[src/rtl/decode_stage.sv]
// RV32 decode stage: one-entry registered output slot with valid/ready handshakes on both sides.
// Define LOAD_USE_STALL_EN to compile in load-use hazard detection (inserts exactly one bubble).
package decode_pkg;
    typedef enum logic [3:0] {
        ALU_ADD  = 4'd0,
        ALU_SUB  = 4'd1,
        ALU_SLL  = 4'd2,
        ALU_SLT  = 4'd3,
        ALU_SLTU = 4'd4,
        ALU_XOR  = 4'd5,
        ALU_SRL  = 4'd6,
        ALU_SRA  = 4'd7,
        ALU_OR   = 4'd8,
        ALU_AND  = 4'd9,
        ALU_NDEF = 4'd15
    } alu_op_e;

    typedef struct packed {
        logic    branch;
        logic    branch_neq;
        logic    jump;
        logic    mem_read;
        logic    mem_write;
        logic    mem_to_reg;
        logic    reg_write;
        logic    alu_src;
        alu_op_e alu_op;
    } ctrl_t;

    localparam logic [6:0] OP_REG   = 7'b0110011;
    localparam logic [6:0] OP_IMM   = 7'b0010011;
    localparam logic [6:0] OP_LOAD  = 7'b0000011;
    localparam logic [6:0] OP_STORE = 7'b0100011;
    localparam logic [6:0] OP_BR    = 7'b1100011;
    localparam logic [6:0] OP_JUMP  = 7'b1101111;

    localparam ctrl_t CTRL_NOP = '{1'b0, 1'b0, 1'b0, 1'b0, 1'b0, 1'b0, 1'b0, 1'b0, ALU_NDEF};

    function automatic alu_op_e alu_from_f3(input logic [2:0] f3, input logic alt, input logic sub_ok);
        case (f3)
            3'b000:  return (alt && sub_ok) ? ALU_SUB : ALU_ADD;
            3'b001:  return ALU_SLL;
            3'b010:  return ALU_SLT;
            3'b011:  return ALU_SLTU;
            3'b100:  return ALU_XOR;
            3'b101:  return alt ? ALU_SRA : ALU_SRL;
            3'b110:  return ALU_OR;
            default: return ALU_AND;
        endcase
    endfunction
endpackage

module decode_stage #(
    parameter int PC_W = 32
) (
    input  logic            clk,
    input  logic            rst,
    input  logic            in_valid,
    output logic            in_ready,
    input  logic [31:0]     in_insn,
    input  logic [PC_W-1:0] in_pc,
    input  logic            flush,
    output logic            out_valid,
    input  logic            out_ready,
    output logic [11:0]     out_ctrl,
    output logic [31:0]     out_imm,
    output logic [4:0]      out_rs1,
    output logic [4:0]      out_rs2,
    output logic [4:0]      out_rd,
    output logic [2:0]      out_funct3,
    output logic [PC_W-1:0] out_pc,
    output logic            out_illegal
);
    import decode_pkg::*;

    logic [6:0]  w_opcode;
    logic [4:0]  w_rs1, w_rs2, w_rd_f, w_rd;
    logic [2:0]  w_f3;
    logic        w_alt, w_illegal, w_hazard, w_xfer;
    logic [31:0] w_imm_i, w_imm_s, w_imm_b, w_imm_j, w_imm;
    ctrl_t       w_ctrl;

    logic            r_valid, r_illegal;
    ctrl_t           r_ctrl;
    logic [31:0]     r_imm;
    logic [4:0]      r_rs1, r_rs2, r_rd;
    logic [2:0]      r_f3;
    logic [PC_W-1:0] r_pc;

    assign w_opcode = in_insn[6:0];
    assign w_rd_f   = in_insn[11:7];
    assign w_f3     = in_insn[14:12];
    assign w_rs1    = in_insn[19:15];
    assign w_rs2    = in_insn[24:20];
    assign w_alt    = in_insn[30];

    assign w_imm_i = {{20{in_insn[31]}}, in_insn[31:20]};
    assign w_imm_s = {{20{in_insn[31]}}, in_insn[31:25], in_insn[11:7]};
    assign w_imm_b = {{19{in_insn[31]}}, in_insn[31], in_insn[7], in_insn[30:25], in_insn[11:8], 1'b0};
    assign w_imm_j = {{11{in_insn[31]}}, in_insn[31], in_insn[19:12], in_insn[20], in_insn[30:21], 1'b0};

    // NOTE: every always_comb output gets a default first so no path can infer a latch.
    always_comb begin
        w_ctrl    = CTRL_NOP;
        w_imm     = '0;
        w_rd      = w_rd_f;
        w_illegal = 1'b0;
        case (w_opcode)
            OP_REG: begin
                w_ctrl.reg_write = 1'b1;
                w_ctrl.alu_op    = alu_from_f3(w_f3, w_alt, 1'b1);
            end
            OP_IMM: begin
                w_ctrl.reg_write = 1'b1;
                w_ctrl.alu_src   = 1'b1;
                w_ctrl.alu_op    = alu_from_f3(w_f3, w_alt, 1'b0);
                w_imm            = w_imm_i;
            end
            OP_LOAD: begin
                w_ctrl.mem_read   = 1'b1;
                w_ctrl.mem_to_reg = 1'b1;
                w_ctrl.reg_write  = 1'b1;
                w_ctrl.alu_src    = 1'b1;
                w_ctrl.alu_op     = ALU_ADD;
                w_imm             = w_imm_i;
            end
            OP_STORE: begin
                w_ctrl.mem_write = 1'b1;
                w_ctrl.alu_src   = 1'b1;
                w_ctrl.alu_op    = ALU_ADD;
                w_imm            = w_imm_s;
                w_rd             = '0;
            end
            OP_BR: begin
                w_rd = '0;
                // Only beq/bne are decoded; other branch conditions trap as illegal.
                if (w_f3[2:1] == 2'b00) begin
                    w_ctrl.branch     = 1'b1;
                    w_ctrl.branch_neq = w_f3[0];
                    w_ctrl.alu_op     = ALU_SUB;
                    w_imm             = w_imm_b;
                end else begin
                    w_illegal = 1'b1;
                end
            end
            OP_JUMP: begin
                w_ctrl.jump      = 1'b1;
                w_ctrl.reg_write = 1'b1;
                w_ctrl.alu_op    = ALU_ADD;
                w_imm            = w_imm_j;
            end
            default: w_illegal = 1'b1;
        endcase
        if (w_rd == 5'd0) w_ctrl.reg_write = 1'b0;
    end

`ifdef LOAD_USE_STALL_EN
    logic w_rs1_used, w_rs2_used;
    always_comb begin
        w_rs1_used = (w_opcode != OP_JUMP);
        w_rs2_used = (w_opcode == OP_REG) || (w_opcode == OP_STORE) || (w_opcode == OP_BR);
        w_hazard   = in_valid && r_valid && r_ctrl.mem_read && (r_rd != 5'd0) &&
                     ((w_rs1_used && (w_rs1 == r_rd)) || (w_rs2_used && (w_rs2 == r_rd)));
    end
`else
    assign w_hazard = 1'b0;
`endif

    assign in_ready = (!r_valid || out_ready) && !w_hazard && !flush && !rst;
    assign w_xfer   = in_valid && in_ready;

    // NOTE: sequential state uses non-blocking assignments only, so every register samples pre-edge values.
    always_ff @(posedge clk) begin
        if (rst) begin
            r_valid   <= 1'b0;
            r_ctrl    <= CTRL_NOP;
            r_imm     <= '0;
            r_rs1     <= '0;
            r_rs2     <= '0;
            r_rd      <= '0;
            r_f3      <= '0;
            r_pc      <= '0;
            r_illegal <= 1'b0;
        end else if (flush) begin
            r_valid <= 1'b0;
        end else if (w_xfer) begin
            r_valid   <= 1'b1;
            r_ctrl    <= w_ctrl;
            r_imm     <= w_imm;
            r_rs1     <= w_rs1;
            r_rs2     <= w_rs2;
            r_rd      <= w_rd;
            r_f3      <= w_f3;
            r_pc      <= in_pc;
            r_illegal <= w_illegal;
        end else if (out_ready) begin
            // Drained with nothing new (or a load-use bubble): slot goes empty.
            r_valid <= 1'b0;
        end
    end

    assign out_valid   = r_valid;
    assign out_ctrl    = r_ctrl;
    assign out_imm     = r_imm;
    assign out_rs1     = r_rs1;
    assign out_rs2     = r_rs2;
    assign out_rd      = r_rd;
    assign out_funct3  = r_f3;
    assign out_pc      = r_pc;
    assign out_illegal = r_illegal;
endmodule

[config.mk]
export PLATFORM = sky130hd
export DESIGN_NAME = decode_stage
export DESIGN_NICKNAME = d
export VERILOG_FILES = /design/src/rtl/decode_stage.sv
export SDC_FILE = /design/constraint.sdc
export NUM_CORES = 1
export LEC_CHECK = 0
export BUFFER_PORTS_ARGS = -buffer_cell sky130_fd_sc_hd__buf_4
export CORE_MARGIN = 2
export CORE_UTILIZATION = 46
export DETAILED_ROUTE_END_ITERATION = 12
export MAX_ROUTING_LAYER = met4
export PLACE_DENSITY = 0.79
export SLEW_MARGIN = 10
export SYNTH_ARGS = -nofsm -noshare
export SYNTH_HDL_FRONTEND = slang
export SYNTH_SLANG_ARGS = --single-unit
[constraint.sdc]
create_clock -name clk -period 1.6 [get_ports clk]
set_input_delay 0.08 -clock clk [delete_from_list [all_inputs] [get_ports clk]]
set_output_delay 0.08 -clock clk [all_outputs]
set_load 0.005 [all_outputs]
After elaboration in Yosys (flattened, before gate mapping)
Index checks and enable logic that the tools add are counted.
- bits in registers: 95
- input bits: 69
- output and inout port bits: 97
- word-level logic and storage cells: 69
- equality and inequality tests: 12
- multiplexer cells: 21
- bitwise logic cells: 1
- reductions and logical operators: 19
- operators by type and width (kind ; count):
    $pmux W32 S4 ; 1
    $pmux W4 S7 ; 2
    $mux W32 ; 1
    $pmux W4 S4 ; 1
    $eq A7 B6 Y1 const B ; 2
    $eq A7 B7 Y1 const B ; 2
    $mux W1 ; 11
    $eq A3 B3 Y1 const B ; 3
    $eq A7 B2 Y1 const B ; 1
    $eq A7 B5 Y1 const B ; 1
    $eq A3 B2 Y1 const B ; 2
    $reduce_or A2 Y1 ; 3
    $reduce_or A3 Y1 ; 2
    $logic_not A5 Y1 ; 1
    $mux W5 ; 1
    $reduce_or A5 Y1 ; 1
    $mux W2 ; 2
    $mux W4 ; 1
    $reduce_or A4 Y1 ; 1
    $eq A3 B1 Y1 const B ; 1
    $logic_and A1 B1 Y1 ; 3
    $logic_not A1 Y1 ; 3
    $logic_not A3 Y1 ; 1
    $logic_not A2 Y1 ; 1
    other kinds (5) ; 5

Longest topological paths before layout
Gate-level depths: netlist (run 1).
- depth in word-level cells: 6
- mapped depth: 7
- depth with buffers taken out: 4

Worst setup path before layout (run 1)
OpenSTA, ideal clock, no wires.
- path kind: register to register
- start point: register r_valid, in the netlist out_valid
- end point: register r_ctrl, in the netlist out_ctrl[1]
- setup time: 122 ps
- arrival time: 1230 ps
- required time: 1478 ps
- slack: 248 ps
- stages on the path, launching flop included: 5
- buffers on the path: 1
- period minus slack after synthesis: 1352 ps
- cell sequence: dfxtp_1 > nand2b_1 > nand3_1 > clkbuf_1 > o32a_1
- cells in the longest elaborated chain, start to end: 6
- ends and longest elaborated chain (what ; RTL line ; text):
    start: declaration ; 83 ; logic r_valid, r_illegal;
    start signal: assignment ; 175 ; r_valid <= 1'b0;
    start signal: assignment ; 185 ; r_valid <= 1'b0;
    start signal: assignment ; 187 ; r_valid <= 1'b1;
    $logic_not A1 Y1 ; 169 ; assign in_ready = (!r_valid || out_ready) && !w_hazard && !flush && !rst;
    $logic_or A1 B1 Y1 ; 169 ;
    $logic_and A1 B1 Y1 (2 in series) ; 169 ;
    $logic_and A1 B1 Y1 ; 170 ; assign w_xfer = in_valid && in_ready;
    $reduce_and A2 Y1 (no source line) ; - ;
    end signal: assignment ; 188 ; r_ctrl <= w_ctrl;
    end: declaration ; 84 ; ctrl_t r_ctrl;
No other way between the ends.
A chain may end at the register's enable or synchronous reset.

Worst setup path after layout (run 1)
- start point: register r_valid, in the netlist out_valid
- end point: output port in_ready
- cells in the longest elaborated chain, start to end: 4
- ends and longest elaborated chain (what ; RTL line ; text):
    $logic_not A1 Y1 ; 169 ;
    $logic_or A1 B1 Y1 ; 169 ;
    $logic_and A1 B1 Y1 (2 in series) ; 169 ;
    end: declaration ; 59 ; output logic in_ready,
No other way between the ends.

==> results, run 1 <==
- The final RePlAce weighted congestion is roughly 0.85.
- From synthesis to final layout, the design area changed by 54.54%.
- Global routing finished with a remaining overflow of 0.
- For this run, asynchronously set or reset flops after synthesis account for 0.
- The number of warning messages in the yosys log is 0.
- Counting the buffers created by CTS gives 9.
- Setup repair after global routing left no endpoint under its margin.
- The finished layout cell area is 5431 sq um.
- The worst setup path is captured at an output port.
- The most frequently used flop master after synthesis is sky130_fd_sc_hd__dfxtp_1.
- The row count is 31.
- The internal power contribution is around 3.4 mW.
- The kind of start point of the critical path is a register.
- The top cell type's share of synthesized area is 0.4785.
- The count of buffers inserted at the top-level ports is approximately 170.
- Data on the critical path arrives at its endpoint at approximately 1.4 ns.
- sky130_fd_sc_hd__dfxtp_1 takes more of the synthesized area than any other cell.
- The number of nets in the synthesized netlist is 496.
- Of the synthesized area, sequential elements account for 0.4785.
- The total power of the final layout is 4.447 mW.
- After detailed routing, the number of remaining DRC violations is 0.
- The total count of hold-check failures in the final report was 0.
- The routed design has 11160 microns of wire.
- The largest net degree at the start of global routing is 44.
- The number of unique standard cell types used by synthesis is 45.
- In the final layout, flip-flops and latches occupy around 1700 sq um.
- Dividing the detail-routed via count by the number of cells gives roughly 5.2.
- At the worst endpoint, the required time is 1.52 ns.
- The worst-path maximum fanout is 3.
- The post-route setup TNS is 0 ns.
- Detailed placement ended at an HPWL of between 7000 and 8000 microns.
- Counting along the longest clock path gives a buffer depth of 2.
- The net total in the final layout is between 600 and 700.
- The synthesized cell area is 3515 sq um.
- The number of global-route vias before repair was around 3.7k.
- Of the total power, the share spent switching nets is 0.2441.
- The flow ran to the end, and the final reports show no timing, DRC or antenna violations.
- The global-route wire length before repair is between 15000 and 20000 microns.
- The die is about 90 microns wide.
- For this run, the top clock speed supported by timing is 693.2 MHz.
- The relative slew slack is 0.6870.
- The clock reaches the later pin of the worst-skew pair after around 0.35 ns.
- For the worst flop-to-flop path, the logic depth is 5.
- The core area is 7331 sq um.
- Counting instances in the post-synthesis netlist gives the leading cell types as 126 x sky130_fd_sc_hd__nand2_1, 84 x sky130_fd_sc_hd__dfxtp_1, 67 x sky130_fd_sc_hd__a21oi_1, 26 x sky130_fd_sc_hd__nand3_1, 15 x sky130_fd_sc_hd__clkbuf_1.
- Once detail routing completed, the nets flagged for antenna violations numbered 0.
- The buffer type at the clock tree root is sky130_fd_sc_hd__clkbuf_8.
- In this run the static leakage power is about 2.4 nW.
- The share of total power dissipated in sequential elements is 0.488.
- The final cell count without fillers is between 700 and 800.
- The number of levels in the clock H-tree is 3.
- The measured slew at the worst slew-check pin is between 0.4 and 0.5 ns.
- The number of pins with negative max-slew slack in the final report is 0.
- The length of the first detailed-routing pass in iterations is 4.
- The clock transition at the registers of the reported paths is 0.08 ns.
- The initial utilization of the core area, before any placement, comes to 0.4794.
- The clock network fraction of total power is 0.377.
- The largest clock skew in the final design is 0.01150 ns.
- The number of antenna violations at the first check in global routing was 0.
- Counting the fill cells in the layout gives 558.
- Post-CTS timing repair inserted 0 buffers for setup.
- The overall die height is between 90 and 100 microns.
- The most frequent cell after synthesis is sky130_fd_sc_hd__nand2_1.
- The average wire length per cell after detail routing is 15.39 microns.
- The count of boundary I/O pins is about 170.
- TritonCTS built the clock tree.
- Setup violations remaining at the end of the flow were counted as 0.
- After detailed placement, the design holds a cell count of about 660.
- The footprint of the multi-input gates is approximately 1600 sq um.
- The area of the die is 8356 sq um.
- By area the synthesized netlist is led by sky130_fd_sc_hd__dfxtp_1 48%, sky130_fd_sc_hd__nand2_1 13%, sky130_fd_sc_hd__a21oi_1 9.5%.
- The tool flagged a number of max-cap violations equal to 0.
- The clock period minus final worst setup slack is about 1.4 ns.
- The proportion of power drawn by combinational gates is 0.135.
- The synthesized area per cell is roughly 8 sq um.
- The antenna diode instance count is 0.
- The worst-case IR drop observed on VDD is slightly above 0.0005 V.
- Summing over every cut layer, the via total after detailed routing is around 3.7k.
- The synthesized design contains 84 register bits.
- The worst flop-to-flop path startpoint is out_valid.
- The final worst-path cycle share is 0.9016.
- In the synthesized netlist, the number of instances is roughly 430.
- Yosys mapped a number of flops with a built-in enable equal to 0.
- The kind of path behind the tightest hold check is primary input to register.
- The startpoint of the worst setup timing path is out_valid.
- CTS saw 84 sinks.
- For this run, the total global-route usage over all layers was measured as 0.2705.
- The category of the most critical setup path is register to output port.
- The detailed router's first-iteration violation count is 215.
- The worst reg-to-reg setup slack is between 0.15 and 0.2 ns.
- In the final layout, the share of cells above drive strength 1 is 0.3355.
- The terminus of the critical flop-to-flop path is out_pc[13].
- The net load switching power is between 1 and 1.5 mW.
- The end of the critical path is in_ready.
- The power density normalized to cell area is 818.8 nW/um^2.
- In this run the cell area measured after placement is ~4700 sq um.
## layout by cell type (no fill, tap or decap), types with 4 or more instances in the layout
cell | Yosys | layout
sky130_fd_sc_hd__buf_4 | 13 | 178
sky130_fd_sc_hd__nand2_1 | 126 | 126
sky130_fd_sc_hd__dfxtp_1 | 84 | 84
sky130_fd_sc_hd__a21oi_1 | 67 | 67
sky130_fd_sc_hd__dlygate4sd3_1 | 0 | 45
sky130_fd_sc_hd__nand3_1 | 26 | 25
sky130_fd_sc_hd__a22o_1 | 10 | 10
sky130_fd_sc_hd__a22oi_1 | 9 | 9
sky130_fd_sc_hd__clkbuf_8 | 0 | 9
sky130_fd_sc_hd__o21ai_0 | 8 | 8
sky130_fd_sc_hd__and3_1 | 6 | 5
sky130_fd_sc_hd__inv_1 | 4 | 4
sky130_fd_sc_hd__nand3b_1 | 4 | 4
## through the flow
step                hold WS, ns  worst slack, ns    util
finish                 0.003692           0.1574  0.7409
global route           0.005491          0.03470  0.7409
CTS                   0.0008115          0.03152  0.7375
detailed placement       0.3382          0.03974  0.6469
global placement         0.3255           0.1201  0.6469
floorplan                0.2039           0.2481       -
## state kept, by name, summed over array words and instances, names as in the netlist
| signal | flops |
|---|---|
| out_imm | 21 |
| out_ctrl | 11 |
| out_pc | 32 |
| out_funct3 | 3 |
| out_rd | 5 |
| out_valid | 1 |
| out_rs2 | 5 |
| out_illegal | 1 |
| out_rs1 | 5 |
## worst min path at each step
stage | to | start | slack (ns) | cells past startpoint
floorplan | out_valid | in_valid | 0.20 | 1
global placement | out_pc[5] | in_pc[5] | 0.33 | 3
detailed placement | out_pc[16] | in_pc[16] | 0.34 | 3
CTS | out_pc[23] | in_pc[23] | 0.0008 | 3
global route | out_pc[23] | in_pc[23] | 0.005 | 3
finish | out_pc[23] | in_pc[23] | 0.004 | 3
## logic make-up after synthesis
kind of cell	after synthesis	synth area share
and+or+nand+nor	186	0.2478
AOI/OAI and AO/OA	111	0.1994
DFF	84	0.4785
buffers and inverters	46	0.07440
## worst max-delay path: stages, from the launching register on
cell and delay [ns]:
sky130_fd_sc_hd__dfxtp_1 0.33, sky130_fd_sc_hd__nor2b_1 0.14, sky130_fd_sc_hd__nor3_1 0.36, sky130_fd_sc_hd__buf_4 0.19
## cell type report
cell class,count,share of cell area
clock inverters,7,0.01843
inverters,4,0.002764
repair buffers,224,0.3310
flip-flops and latches,84,0.3096
well taps,99,0.02281
clock buffers,9,0.02281
multi-input cells,298,0.2926
## power by group through the flow
stage               clock network [mW]  registers [mW]  logic [mW]
floorplan                            0            2.22       0.207
global placement                     0            2.22       0.492
detailed placement                   0            2.22       0.498
CTS                               1.69            2.17       0.585
global route                      1.79            2.18       0.652
finish                            1.67            2.17       0.601
## metal layers
metal | vias up | GRT usage | share of wire
met4 | 0 | 0.07449 | 0.013
met2 | 155 | 0.4559 | 0.49
met1 | 1722 | 0.3300 | 0.42
met3 | 13 | 0.05311 | 0.073
li1 | 1846 | - | -
met5 | - | - | 0
## repair_timing
item,4_1_cts,5_1_grt
setup endpoints to repair,0,50
endpoints found under the hold margin,44,1
gates resized for setup,0,2
hold buffers,44,1
Note: power is estimated with default switching activity, not from simulation.
==> inputs of run 2 (changes only) <==
==> constraint.sdc (replaced) <==
create_clock -name clk -period 1.6 [get_ports clk]
set_input_delay 0.16 -clock clk [delete_from_list [all_inputs] [get_ports clk]]
set_output_delay 0.16 -clock clk [all_outputs]
set_load 0.005 [all_outputs]
==> run 2 against run 1 <==
Against the previous run:
- combinational power fell by 16%
- register-to-register slack got worse by 0.03 ns
- first-iteration DRC count grew 13%
- die area did not move
- design area fell by 7.9%
- largest power group unchanged
- highest routed layer unchanged
==> results, run 2 (same netlist as run 1, synthesis figures left out) <==
- The run finished with clean final reports.
- At the worst endpoint, the arrival time is 1.72 ns.
- The critical path capture point type is a register.
- The number of vias per cell is roughly 5.3.
- The number of flip-flops under the largest register name is 32.
- For the final routed database, the setup TNS stands at 0 ns.
- The number of buffers and inverters on the critical path is 1.
- The largest clock skew in the final design is about 0.011 ns.
- The largest net degree at the start of global routing is 44.
- The number of antenna violations at the first check in global routing was 0.
- Leaving out fill and tap cells, the most frequent cells in the layout are 182 x sky130_fd_sc_hd__buf_4, 126 x sky130_fd_sc_hd__nand2_1, 84 x sky130_fd_sc_hd__dfxtp_1, 67 x sky130_fd_sc_hd__a21oi_1, 25 x sky130_fd_sc_hd__nand3_1.
- The die is slightly above 90 microns wide.
- The number of pins with negative max-slew slack in the final report is 0.
- The analysis attributes to cell leakage a power of around 2.2 nW.
- The total routing resource utilization after global routing is 0.2457.
- The clock transition at the registers of the reported paths is approximately 0.09 ns.
- The worst path required time is between 1.5 and 2 ns.
- Global routing finished with a remaining overflow of 0.
- In this run, the number of DRC markers left after iteration 0 of detailed routing was 244.
- On the final layout, the worst hold slack is roughly 0.043 ns.
- The die covers approximately 8400 sq um.
- The number of levels in the clock H-tree is 3.
- Among all stages on the critical path, the largest delay is contributed by sky130_fd_sc_hd__and3_4.
- The worst reg-to-reg setup slack is ~0.15 ns.
- The tool flagged a number of max-cap violations equal to 0.
- The total wire length is a little over 10000 microns.
- The antenna diode instance count is 0.
- The clock latency reported for the late side of the worst-skew pair is around 0.35 ns.
- Of all nets on the critical path, the largest fanout is 18.
- At the pin with the least slew margin, the transition time is between 0.4 and 0.5 ns.
- The worst-case IR drop observed on VDD is 0.0004941 V.
- The share of cells above drive strength 1 is 0.3636.
- The tree is rooted in a sky130_fd_sc_hd__clkbuf_8.
- The category of the most critical setup path is register to register.
- The area growth from synthesis to final layout is 42.33%.
- The clock period minus final worst setup slack is 1.452 ns.
- The count of nets left with antenna violations once routing finished came out at 0.
- Detailed placement ended at an HPWL of 7382 microns.
- The number of design rule violations left after detail routing is 0.
- The total count of hold-check failures in the final report was 0.
- The net total in the final layout is approximately 650.
- The overall die height is ~90 microns.
- The number of sinks on the clock net is between 80 and 90.
- The count of boundary I/O pins is between 150 and 200.
- The number of global-route vias before repair came to roughly 3.4k.
- After filler insertion, the fill cell instance count of the layout stands at between 600 and 700.
- Traced cell by cell, the critical path runs through nand2b_1 -> and3_4 -> buf_4 -> nand3_1 -> a21oi_1.
- The delay of the slowest critical-path stage is about 0.36 ns.
- Derived from the worst setup path, the maximum achievable clock frequency is between 600 and 700 MHz.
- The kind of start point of the critical path is a register.
- The relative slew slack is 0.6914.
- TritonCTS built the clock tree.
- The pre-antenna-repair detailed-routing pass consisted of 4 iterations.
- Buffers inserted during clock tree synthesis total 9.
- Setup repair after global routing left no endpoint under its margin.
- After floorplanning, the core was sized to cover about 7300 sq um.
- The number of buffers between clock root and the deepest sink is 2.
- Setup violations remaining at the end of the flow were counted as 0.
- The total number of vias is approximately 3.6k.
- The global-route wire length before repair is roughly 16000 microns.
- The tightest min-delay check is of the primary input to register type.
- The count of buffers inserted at the top-level ports is around 170.
- The cell family contributing the most delay on the critical path is simple AND/OR/NAND/NOR gates.
- For this configuration, the core starts out at a cell density of 0.4794.
- The row count is 31.
- The final worst-path cycle share is 0.9077.
- The final RePlAce weighted congestion is 0.8492.
- The library cell used most frequently in the layout, excluding fill and tap cells, is sky130_fd_sc_hd__buf_4.
- In the final routed layout, each cell accounts on average for 14.78 microns.
- Dividing total power by cell area gives a power density of between 800 and 900 nW/um^2.
-- run 2: tightest hold or removal path, cell delays in order --
cell and delay (ns):
sky130_fd_sc_hd__buf_4 0.11, sky130_fd_sc_hd__nand2_1 0.04, sky130_fd_sc_hd__a21oi_1 0.05
-- run 2: metrics by stage --
step | instance area [sq um] | setup WS (ns) | instances | utilization | total power, mW
after floorplan | 3515 | 0.2481 | 427 | - | 2.428
after global placement | 4765 | 0.1352 | 666 | 0.6499 | 2.714
after detailed placement | 4765 | 0.06895 | 666 | 0.6499 | 2.722
after CTS | 4999 | 0.04051 | 682 | 0.6819 | 4.451
after global routing | 5002 | 0.01898 | 682 | 0.6824 | 4.606
final | 5002 | 0.1477 | 682 | 0.6824 | 4.414
-- run 2: path summary, 6_finish.rpt --
path,cells after the start,from,end
min reg2reg,2,out_rd[2],out_rd[2]
max reg2reg,5,out_valid,out_ctrl[7]
min,3,in_pc[14],out_pc[14]
max,5,out_valid,out_ctrl[7]
-- run 2: layer usage --
layer,routed length [microns],global-route usage
met5,0,-
met4,79,0.07449
met3,778,0.05560
met2,4699,0.3787
met1,4519,0.3223
-- run 2: layout make-up --
class	instances	area (sq um)	share of cell area
repair buffers	182	1366	0.2731
inverters	4	15.01	0.003001
well taps	99	123.9	0.02476
clock inverters	5	82.58	0.01651
multi-input cells	297	1582	0.3162
flip-flops and latches	84	1682	0.3362
clock buffers	11	151.4	0.03027
-- run 2: power by group --
part,switching (mW),internal [mW],total (mW)
clock network,0.767,0.971,1.74
registers,0.0287,2.14,2.17
logic,0.244,0.262,0.506
-- run 2: repair_timing --
| action | in CTS | in global routing |
|---|---|---|
| hold buffers | 0 | 0 |
| buffers inserted | 0 | 0 |
| gates resized for setup | 0 | 1 |
| setup endpoints to repair | 0 | 36 |
==> inputs of run 3 (changes only) <==
--- a/config.mk
+++ b/config.mk
@@ -5,12 +5,13 @@
 export SDC_FILE = /design/constraint.sdc
 export NUM_CORES = 1
 export LEC_CHECK = 0
+export ABC_AREA = 1
 export BUFFER_PORTS_ARGS = -buffer_cell sky130_fd_sc_hd__buf_4
 export CORE_MARGIN = 2
 export CORE_UTILIZATION = 46
 export DETAILED_ROUTE_END_ITERATION = 12
 export MAX_ROUTING_LAYER = met4
-export PLACE_DENSITY = 0.79
+export PLACE_DENSITY_LB_ADDON = 0.2
 export SLEW_MARGIN = 10
 export SYNTH_ARGS = -nofsm -noshare
 export SYNTH_HDL_FRONTEND = slang
==> run 3 against run 2 <==
Against the previous run:
- utilization fell by 3.5 points
- sequential share of layout area decreased by 1.7 points
- design area is 5.2% higher
- first-iteration DRC count fell by 4.1%
- global-route usage down 0.53 points
- count of clock-buffer cells in the layout is 1 lower
- sequential power about the same
- clock power fell by 9%
- critical endpoint is now out_rd[0]
- largest power group unchanged
==> results, run 3 <==
- The die span in x is ~95 microns.
- Power spread over the standard cell area amounts to a little over 800 nW/um^2.
- The number of unique standard cell types used by synthesis is 23.
- For this design, the CTS-stage hold fixing added 0 buffers.
- The floorplan step defined a core boundary enclosing 8134 sq um.
- The internal power of the cells totals about 3.2 mW.
- The first TritonRoute pass finished after 5 iterations.
- The global-route congestion overflow total is 0.
- The core utilization of the finished layout is 0.6471.
- The register with the most flip-flops in the layout has 32 of them.
- The synthesized cell area is between 3000 and 4000 sq um.
- The post-route setup TNS is 0 ns.
- The multi-input combinational cells in the finished layout cover a total of about 1800 sq um.
- For this run, asynchronously set or reset flops after synthesis account for 0.
- 0 antenna diodes ended up in the layout.
- The count of buffers inserted at the top-level ports is roughly 170.
- The final worst-path cycle share is 0.8672.
- The largest clock skew in the final design is roughly 0.0092 ns.
- From synthesis to final layout, the design area changed by 37.93%.
- The clock network fraction of total power is 0.368.
- STA classifies the critical path startpoint as a register.
- The global-route wire length before repair is roughly 17000 microns.
- The hold-critical path depth is 3.
- The data arrival time of the worst path is between 1.5 and 2 ns.
- The count of buffers added by post-CTS timing repair for setup is 0.
- The synthesized area per cell is about 6.9 sq um.
- Measured along the y axis, the die boundary spans around 95 microns.
- The sequential group share of total power is 0.508.
- The number of cells traversed by the worst register-to-register path is 8.
- The number of pins with negative max-slew slack in the final report came to 0.
- Max-cap violations in this run came to 0.
- The clock passes through at most 2 buffers.
- Of the synthesized area, sequential elements account for 0.4407.
- The worst path required time is approximately 1.9 ns.
- The finished layout cell area is about 5300 sq um.
- The final cell count without fillers is just over 800.
- The flip-flop and latch count after synthesis is 84.
- Of all nets on the critical path, the largest fanout is 66.
- The number of gates resized after CTS is 0.
- The total CTS buffers is 9.
- The critical path capture point type is a register.
- The critical path is of the register to register type.
- Summed over all layers, the routed wires come to around 11000 microns.
- The routed layout has between 4k and 5k vias.
- The largest net degree at the start of global routing is between 60 and 70.
- The maximum vdd drop is 0.0005359 V.
- In the layout the commonest cells are 175 x sky130_fd_sc_hd__buf_4, 171 x sky130_fd_sc_hd__nand2_1, 84 x sky130_fd_sc_hd__dfxtp_1, 82 x sky130_fd_sc_hd__a21oi_1, 70 x sky130_fd_sc_hd__nand3_1.
- The most frequently used flop master after synthesis is sky130_fd_sc_hd__dfxtp_1.
- The most common cell after layout, fill and taps aside is sky130_fd_sc_hd__buf_4.
- The share of cells above drive strength 1 is 0.2902.
- At the later pin of the worst-skew pair, clock insertion delay measures between 0.3 and 0.4 ns.
- Yosys instantiated no cell more often than sky130_fd_sc_hd__nand2_1.
- The worst hold path belongs to the class primary input to register.
- After layout, the minimum clock period comes to roughly 1.4 ns.
- The number of vias per cell is approximately 5.
- Summed over all instances, the cell type with the most area after synthesis is sky130_fd_sc_hd__dfxtp_1.
- The number of sinks on the clock net is 84.
- For this run, design rule violations remaining after detail routing come to 0.
- In this run, the number of DRC markers left after iteration 0 of detailed routing was 234.
- The final-report setup violation count is 0.
- Setup repair after global routing left no endpoint under its margin.
- In this run the static leakage power is ~2.5 nW.
- The floorplan has 33 rows.
- Fill cells in the final layout number about 740.
- The congestion estimate from routability-driven global placement came to 0.8427.
- The worst-case hold slack is approximately 0.05 ns.
- The net total in the final layout is roughly 770.
- The number of global-route vias before repair is 3698.
- The initial standard-cell utilization of the core is 0.4692.
- The net count of the mapped netlist is roughly 630.
- The buffer type at the clock tree root is sky130_fd_sc_hd__clkbuf_8.
- The die covers approximately 9000 sq um.
- Ranked by total cell area, the synthesized netlist is headed by sky130_fd_sc_hd__dfxtp_1 44%, sky130_fd_sc_hd__nand2_1 17%, sky130_fd_sc_hd__a21oi_1 11%.
- The relative slew slack is 0.6941.
- The number of placed instances, taps included is between 700 and 800.
- The number of antenna violations at the first check in global routing is 0.
- The average wire length per cell after detail routing is 13.32 microns.
- The remaining number of nets flagged by the antenna check after routing is 0.
- For this run, the total global-route usage over all layers was measured as 0.2403.
- The net switching fraction of the power is 0.2587.
- In the synthesized netlist, the cells that appear most often are 171 x sky130_fd_sc_hd__nand2_1, 84 x sky130_fd_sc_hd__dfxtp_1, 82 x sky130_fd_sc_hd__a21oi_1, 70 x sky130_fd_sc_hd__nand3_1, 36 x sky130_fd_sc_hd__nor2_1.
- The run finished with clean final reports.
- The total count of hold-check failures in the final report came to 0.
- The gate count after technology mapping is around 560.
- During I/O placement, the number of pins put on the boundary was approximately 170.
- The TritonCTS clock tree is done.
- Of the total power, combinational logic draws 0.124.
- At the pin with the least slew margin, the transition time is about 0.46 ns.
- The number of enable-type register cells in the synthesized netlist is 0.
- The maximum achievable frequency is 720.7 MHz.
- The clock transition at the registers of the reported paths is approximately 0.090 ns.
- Once placement finished, the instance area stood at about 5100 sq um.
- In this run the power spent charging and discharging nets is between 1 and 1.5 mW.
- Once detailed placement completed, the half-perimeter wirelength came to roughly 7600 microns.
- The H-tree generated during clock tree synthesis spans 3 levels.
- The register area is roughly 1700 sq um.
- The number of warning messages in the yosys log is 0.
- The top cell type's share of synthesized area is 0.4407.
run 3: cell count changes after synthesis, sizes merged, moves of 15 or more:
cell	before	now
a21oi	67	82
nand2	126	173
o21ai	8	24
nor2	4	40
inv	4	29
nand3	26	71
run 3: path summary, 6_finish.rpt:
kind                   start  slack, ns         end
hold reg to reg   out_pc[20]       0.47  out_pc[20]
hold / removal      in_valid       0.05   out_valid
setup / recovery   out_valid       0.21   out_rd[0]
setup reg to reg   out_valid       0.21   out_rd[0]
run 3: cell type report:
class / instances / share of cell area
repair buffers: 178 / 0.2610
inverters: 30 / 0.02139
well taps: 105 / 0.02496
flip-flops and latches: 84 / 0.3195
clock buffers: 10 / 0.02615
clock inverters: 6 / 0.01355
multi-input cells: 395 / 0.3335
run 3: worst max-delay path, stage by stage, from the launching register on:
cell and delay (ns):
sky130_fd_sc_hd__dfxtp_1 0.35, sky130_fd_sc_hd__inv_1 0.04, sky130_fd_sc_hd__nor2_1 0.19, sky130_fd_sc_hd__nor2_4 0.08, sky130_fd_sc_hd__nand2_4 0.08, sky130_fd_sc_hd__inv_2 0.05
sky130_fd_sc_hd__buf_12 0.18, sky130_fd_sc_hd__o21ai_0 0.21, sky130_fd_sc_hd__nor2_1 0.06
run 3: cells by family after synthesis:
family	Yosys count	synth area share
and+or+nand+nor	286	0.3154
AOI/OAI and AO/OA	109	0.1446
buffers and inverters	78	0.09934
DFF	84	0.4407
run 3: per-stage QoR:
step | power, mW | worst slack [ns]
after global placement | 2.745 | 0.2393
after global routing | 4.468 | 0.1299
after floorplan | 2.446 | 0.3171
after CTS | 4.310 | 0.2194
after detailed placement | 2.753 | 0.1877
final | 4.284 | 0.2125
run 3: metal layers:
metal	GRT usage	share of wire	vias to the layer above
met2	0.3867	0.48	156
met4	0.09541	0.016	0
li1	-	-	2072
met5	-	0	-
met1	0.2950	0.43	1874
met3	0.05059	0.071	14
run 3: power by group through the flow:
stage / sequential (mW) / clock [mW] / combinational (mW)
final: 2.17 / 1.58 / 0.531
after global routing: 2.18 / 1.70 / 0.587
after CTS: 2.18 / 1.60 / 0.532
after detailed placement: 2.22 / 0 / 0.530
after global placement: 2.22 / 0 / 0.523
after floorplan: 2.23 / 0 / 0.219
